**src/rtl/reg_file_dumper_if.sv**
```systemverilog
// Bus bundle between the register-file dumper and its host/stream consumer.
interface reg_file_dumper_if #(
  parameter int pw = 3,
  parameter int dw = 8
);
  logic          start;
  logic          abort;
  logic [pw-1:0] first_addr;
  logic [pw-1:0] last_addr;
  logic [pw-1:0] rd_addr;
  logic [dw-1:0] rd_data;
  logic [dw-1:0] out_data;
  logic [pw-1:0] out_addr;
  logic          out_valid;
  logic          out_ready;
  logic          busy;
  logic          done;

  // Host side: issues dump requests, owns the register file, consumes beats.
  modport master (
    output start, abort, first_addr, last_addr, rd_data, out_ready,
    input  rd_addr, out_data, out_addr, out_valid, busy, done
  );

  // Dumper side.
  modport slave (
    input  start, abort, first_addr, last_addr, rd_data, out_ready,
    output rd_addr, out_data, out_addr, out_valid, busy, done
  );
endinterface

```
**src/rtl/reg_file_dumper.sv**
```systemverilog
// Read-side sequencer: walks an inclusive (wrapping) address range of the
// register file and streams each value out over valid/ready, tagged with
// its address. One beat every two cycles at best (fetch, then send).
module reg_file_dumper #(
  parameter int pw = 3,
  parameter int dw = 8
) (
  input  logic         clk,
  input  logic         reset,
  reg_file_dumper_if.slave bus
);

  typedef enum logic [1:0] {
    IDLE  = 2'd0,
    FETCH = 2'd1,
    SEND  = 2'd2,
    DONE  = 2'd3
  } state_t;

  state_t        state;
  logic [pw-1:0] ptr;
  logic [pw-1:0] last;
  logic [dw-1:0] out_data_r;
  logic [pw-1:0] out_addr_r;
  logic          out_valid_r;

  // Read port follows the walking pointer; read data is combinational.
  assign bus.rd_addr   = ptr;
  assign bus.out_data  = out_data_r;
  assign bus.out_addr  = out_addr_r;
  assign bus.out_valid = out_valid_r;
  assign bus.busy      = (state == FETCH) || (state == SEND);
  assign bus.done      = (state == DONE);

  // Sequencer: range capture, fetch/send alternation, abort and wrap.
  always_ff @(posedge clk or posedge reset) begin
    if (reset) begin
      state       <= IDLE;
      ptr         <= '0;
      last        <= '0;
      out_data_r  <= '0;
      out_addr_r  <= '0;
      out_valid_r <= 1'b0;
    end else begin
      case (state)
        IDLE: begin
          if (bus.start && !bus.abort) begin
            ptr   <= bus.first_addr;
            last  <= bus.last_addr;
            state <= FETCH;
          end
        end
        FETCH: begin
          if (bus.abort) begin
            out_valid_r <= 1'b0;
            state       <= IDLE;
          end else begin
            out_data_r  <= bus.rd_data;
            out_addr_r  <= ptr;
            out_valid_r <= 1'b1;
            state       <= SEND;
          end
        end
        SEND: begin
          // Abort wins over a same-cycle handshake; the held beat is dropped.
          if (bus.abort) begin
            out_valid_r <= 1'b0;
            state       <= IDLE;
          end else if (bus.out_ready) begin
            out_valid_r <= 1'b0;
            if (ptr == last) begin
              state <= DONE;
            end else begin
              ptr   <= ptr + 1'b1;
              state <= FETCH;
            end
          end
        end
        DONE: begin
          out_valid_r <= 1'b0;
          state       <= IDLE;
        end
        default: begin
          out_valid_r <= 1'b0;
          state       <= IDLE;
        end
      endcase
    end
  end

endmodule
```
**src/flat_wrapper.sv**
```systemverilog
// flat-port wrapper written by rule: the top's interface ports become plain ports
module reg_file_dumper_flat 
#(
  parameter int pw = 3,
  parameter int dw = 8
)
  (clk, reset, bus_start, bus_abort, bus_first_addr, bus_last_addr, bus_rd_data, bus_out_ready, bus_rd_addr, bus_out_data, bus_out_addr, bus_out_valid, bus_busy, bus_done);
  reg_file_dumper_if #(.pw(pw), .dw(dw)) bus_i ();
  input  logic clk;
  input  logic reset;
  input wire logic [$bits(bus_i.start)-1:0] bus_start;
  input wire logic [$bits(bus_i.abort)-1:0] bus_abort;
  input wire logic [$bits(bus_i.first_addr)-1:0] bus_first_addr;
  input wire logic [$bits(bus_i.last_addr)-1:0] bus_last_addr;
  input wire logic [$bits(bus_i.rd_data)-1:0] bus_rd_data;
  input wire logic [$bits(bus_i.out_ready)-1:0] bus_out_ready;
  output wire logic [$bits(bus_i.rd_addr)-1:0] bus_rd_addr;
  output wire logic [$bits(bus_i.out_data)-1:0] bus_out_data;
  output wire logic [$bits(bus_i.out_addr)-1:0] bus_out_addr;
  output wire logic [$bits(bus_i.out_valid)-1:0] bus_out_valid;
  output wire logic [$bits(bus_i.busy)-1:0] bus_busy;
  output wire logic [$bits(bus_i.done)-1:0] bus_done;
  assign bus_i.start = bus_start;
  assign bus_i.abort = bus_abort;
  assign bus_i.first_addr = bus_first_addr;
  assign bus_i.last_addr = bus_last_addr;
  assign bus_i.rd_data = bus_rd_data;
  assign bus_i.out_ready = bus_out_ready;
  assign bus_rd_addr = bus_i.rd_addr;
  assign bus_out_data = bus_i.out_data;
  assign bus_out_addr = bus_i.out_addr;
  assign bus_out_valid = bus_i.out_valid;
  assign bus_busy = bus_i.busy;
  assign bus_done = bus_i.done;
  reg_file_dumper #(.pw(pw), .dw(dw)) u_core (.clk(clk), .reset(reset), .bus(bus_i));
endmodule
```
**config.mk**
```make
export PLATFORM = sky130hd
export DESIGN_NAME = reg_file_dumper_flat
export DESIGN_NICKNAME = d
export VERILOG_FILES = /design/src/rtl/reg_file_dumper_if.sv /design/src/rtl/reg_file_dumper.sv /design/src/flat_wrapper.sv
export SDC_FILE = /design/constraint.sdc
export NUM_CORES = 1
export LEC_CHECK = 0
export CAP_MARGIN = 20
export CORE_ASPECT_RATIO = 0.7
export CORE_UTILIZATION = 47
export CTS_CLUSTER_DIAMETER = 40
export DETAILED_ROUTE_END_ITERATION = 10
export PLACE_DENSITY = 0.83
export SLEW_MARGIN = 10
export SYNTH_ARGS = -nofsm -noshare
export SYNTH_HDL_FRONTEND = slang
export SYNTH_SLANG_ARGS = --single-unit
```
**constraint.sdc**
```tcl
create_clock -name clk -period 2.7 [get_ports clk]
set_input_delay 0.27 -clock clk [delete_from_list [all_inputs] [get_ports clk]]
set_output_delay 0.27 -clock clk [all_outputs]
set_load 0.005 [all_outputs]
```
==> metrics.yaml <==
cells_and_area:
  area_growth_pct: 39.8
  stdcell_count: 142
  nets: 146
  layout-drive-gt1-share: 0.0750
  n_antenna_cell: 0
critical_path:
  critPathSlowestCell: "clkdlybuf4s50_1"
  cp.buffers_inverters: 2
  cp.arrival_ns: 1.61
  worst_setup_path_end_kind: "primary output"
  cp_max_fo: 4
  crit_type: "register to primary output"
  cp_cell_sequence: "inv_1 -> ha_1 -> clkdlybuf4s50_1"
  crit_family: "buffers and inverters"
  required_ns: 2.43
  r2r-start: "u_core.state[0]$_DFFE_PP0P_"
  cpPeakStageDelay_ns: 0.49
  rr_endpoint: "u_core.bus.rd_addr[0]$_DFFE_PP0P_"
  start_kind: "register"
  reg2reg_depth: 6
  r2r_slack_ns: 0.84
logic_synthesis:
  yosys-top-cells-area: "dfrtp_1 (48%), mux2_1 (15%), ha_1 (7.3%), nor2b_1 (3.6%), nor3_4 (3.2%)"
  synth_top_area_frac: 0.485
  synth_most_common_cell: "dfrtp_1"
  synth_edf_count: 0
  synth.cells.most_frequent: "dfrtp_1 (20), mux2_1 (14), ha_1 (6), nor2b_1 (6)"
  yosys_warnings: 0
  ys_ff_latch: 20
  synth_top_cell_by_area: "dfrtp_1"
  synth_cell_types: 28
  ys_async_sr_fraction: 1.00
  syn_avg_cell_area_sq_um: 12.6
  synthCells: 82
  synth_flop_cell: "dfrtp_1"
  syn_nets: 107
  yosysSeqAreaShare: 0.485
  syn-cell-area_sq_mm: 0.00103
routing:
  viasPerCell: 5.35
  vias: 759
  routed_wl_mm: 2.22
  drc_errors: 2
  drtIter0Drc: 25
  ant_nets: 0
  dr.pass1.iters: 7
  wire_per_inst_um: 15.6
power_and_ir_drop:
  p_leak_nw: 0.600
  power.internal_w: 0.00101
  swShare: 0.354
  ir_worst_vdd_mv: 0.574
  clockPowerShare: 0.108
  pwr-share-seq: 0.365
  powerDensity_mw_per_mm2: 1090
  pwr-share-comb: 0.527
  power.total_w: 0.00157
  p_sw_w: 0.000555
clocking:
  hold_buffers: 0
  cts_root_buf: "clkbuf_4"
  post_cts_resized: 0
  cts.sink_count: 20
  clk_pin_slew_ns: 0.11
  clock_path_buffers: 2
  post-cts-setup-buffers: 0
  cts_tree: "yes"
  htreeDepth: 1
  clk_latency_ns: 0.30
  numCtsBuffers: 3
floorplanning:
  chipWidth_um: 58.0
  core_sq_mm: 0.00195
  row_count: 13
  fp.dieH_um: 41.2
  start_util: 0.529
  io_pins: 36
  die-area_sq_mm: 0.00239
sta:
  setup_violations: 0
  hold_ws_ns: 0.388
  fmax_ghz: 0.532
  fin_skew_ns: 0.00710
  period_share: 0.696
  tns_ns: 0
  finalCriticalPeriod_ns: 1.88
  relSlewSlack: 0.504
  rsz0062_at_grt: "false"
  finalMaxSlewViolations: 0
  worst_slew_pin_slew_ns: 0.744
  hold_viol: 0
global_routing:
  grt_max_degree: 21
  overflow: 0
  antenna_found_initial: 0
  grt_use_total: 0.219
  first_global_vias: 734
  grt_first_pass_wirelength_mm: 3.55
status:
  status: "finished with violations"
  failed_checks: "DRC"
place:
  io_buffers: 35
  gp_congestion: 0.765
  dp_cells: 138
  dp_hpwl_mm: 1.79
flow_run:
  cap_viol_max_count: 0
hold_path:
  hold_path_class: "input pin to asynchronous set/reset pin"
cells by family (layout without fill, tap and decap cells):
| group | count (synthesis) | count (layout) | share of synthesized area |
|---|---|---|---|
| buffers and inverters | 6 | 44 | 0.0254 |
| XOR/XNOR | 3 | 3 | 0.0255 |
| AND/OR/NAND/NOR | 20 | 20 | 0.136 |
| flip-flops | 20 | 20 | 0.485 |
| adder cells (fa/ha/maj) | 6 | 6 | 0.0727 |
| multiplexers | 16 | 16 | 0.172 |
| AO/OA/AOI/OAI | 11 | 11 | 0.0836 |
worst max-delay path by stage:
stage	cells after the start	slack, ns	from	endpoint
3_5_place_dp	6	0.86	u_core.state[0]$_DFFE_PP0P_	u_core.bus.rd_addr[2]$_DFFE_PP0P_
2_1_floorplan	6	1.20	u_core.state[0]$_DFFE_PP0P_	u_core.bus.rd_addr[2]$_DFFE_PP0P_
6_report	3	0.82	u_core.state[0]$_DFFE_PP0P_	bus_busy
3_3_place_gp	6	0.98	u_core.state[0]$_DFFE_PP0P_	u_core.bus.rd_addr[2]$_DFFE_PP0P_
4_1_cts	3	0.81	u_core.state[0]$_DFFE_PP0P_	bus_busy
5_1_grt	6	0.65	u_core.state[0]$_DFFE_PP0P_	u_core.bus.rd_addr[2]$_DFFE_PP0P_
state kept, by name (all words and copies together) (netlist names):
register              flops
u_core.bus.out_data       8
u_core.bus.out_addr       3
u_core.bus.out_valid      1
u_core.last               3
u_core.bus.rd_addr        3
u_core.state              2
power groups by stage:
stage               registers, W  logic, W  clock network, W
detailed placement      0.000579  0.000830                 0
global route            0.000592  0.000901          0.000191
CTS                     0.000571  0.000836          0.000179
global placement        0.000567  0.000798                 0
finish                  0.000572  0.000825          0.000170
floorplan               0.000564  0.000436                 0
per-layer routing:
layer | up-vias | global-route usage | share of wire
li1 | 369 | - | -
met1 | 357 | 0.267 | 0.44
met2 | 28 | 0.382 | 0.48
met3 | 5 | 0.0505 | 0.056
met4 | 0 | 0.107 | 0.019
met5 | - | 0 | 0
cells in the final DEF, fill, tap and decap left out, types with 3 or more instances in the layout:
cell type        count
inv_1                4
nor2b_1              6
nand2_1              4
ha_1                 6
mux2_1              14
clkbuf_4             3
dfrtp_1             20
xor2_1               3
clkdlybuf4s50_1     35
layout make-up:
class	instances	area [sq um]
clock buffers	4	36.3
inverters	4	15.0
well taps	22	27.5
repair buffers	36	358
flip-flops and latches	20	500
fillers	147	509
multi-input cells	56	505
per-stage QoR:
| stage | cell area, sq um | util | setup WS, ns |
|---|---|---|---|
| after floorplan | 1030 | - | 1.20 |
| after global placement | 1410 | 0.721 | 0.976 |
| after detailed placement | 1410 | 0.721 | 0.862 |
| after CTS | 1440 | 0.739 | 0.814 |
| after global routing | 1440 | 0.739 | 0.645 |
| final | 1440 | 0.739 | 0.822 |
No activity file was read; power rests on OpenSTA's default activity.
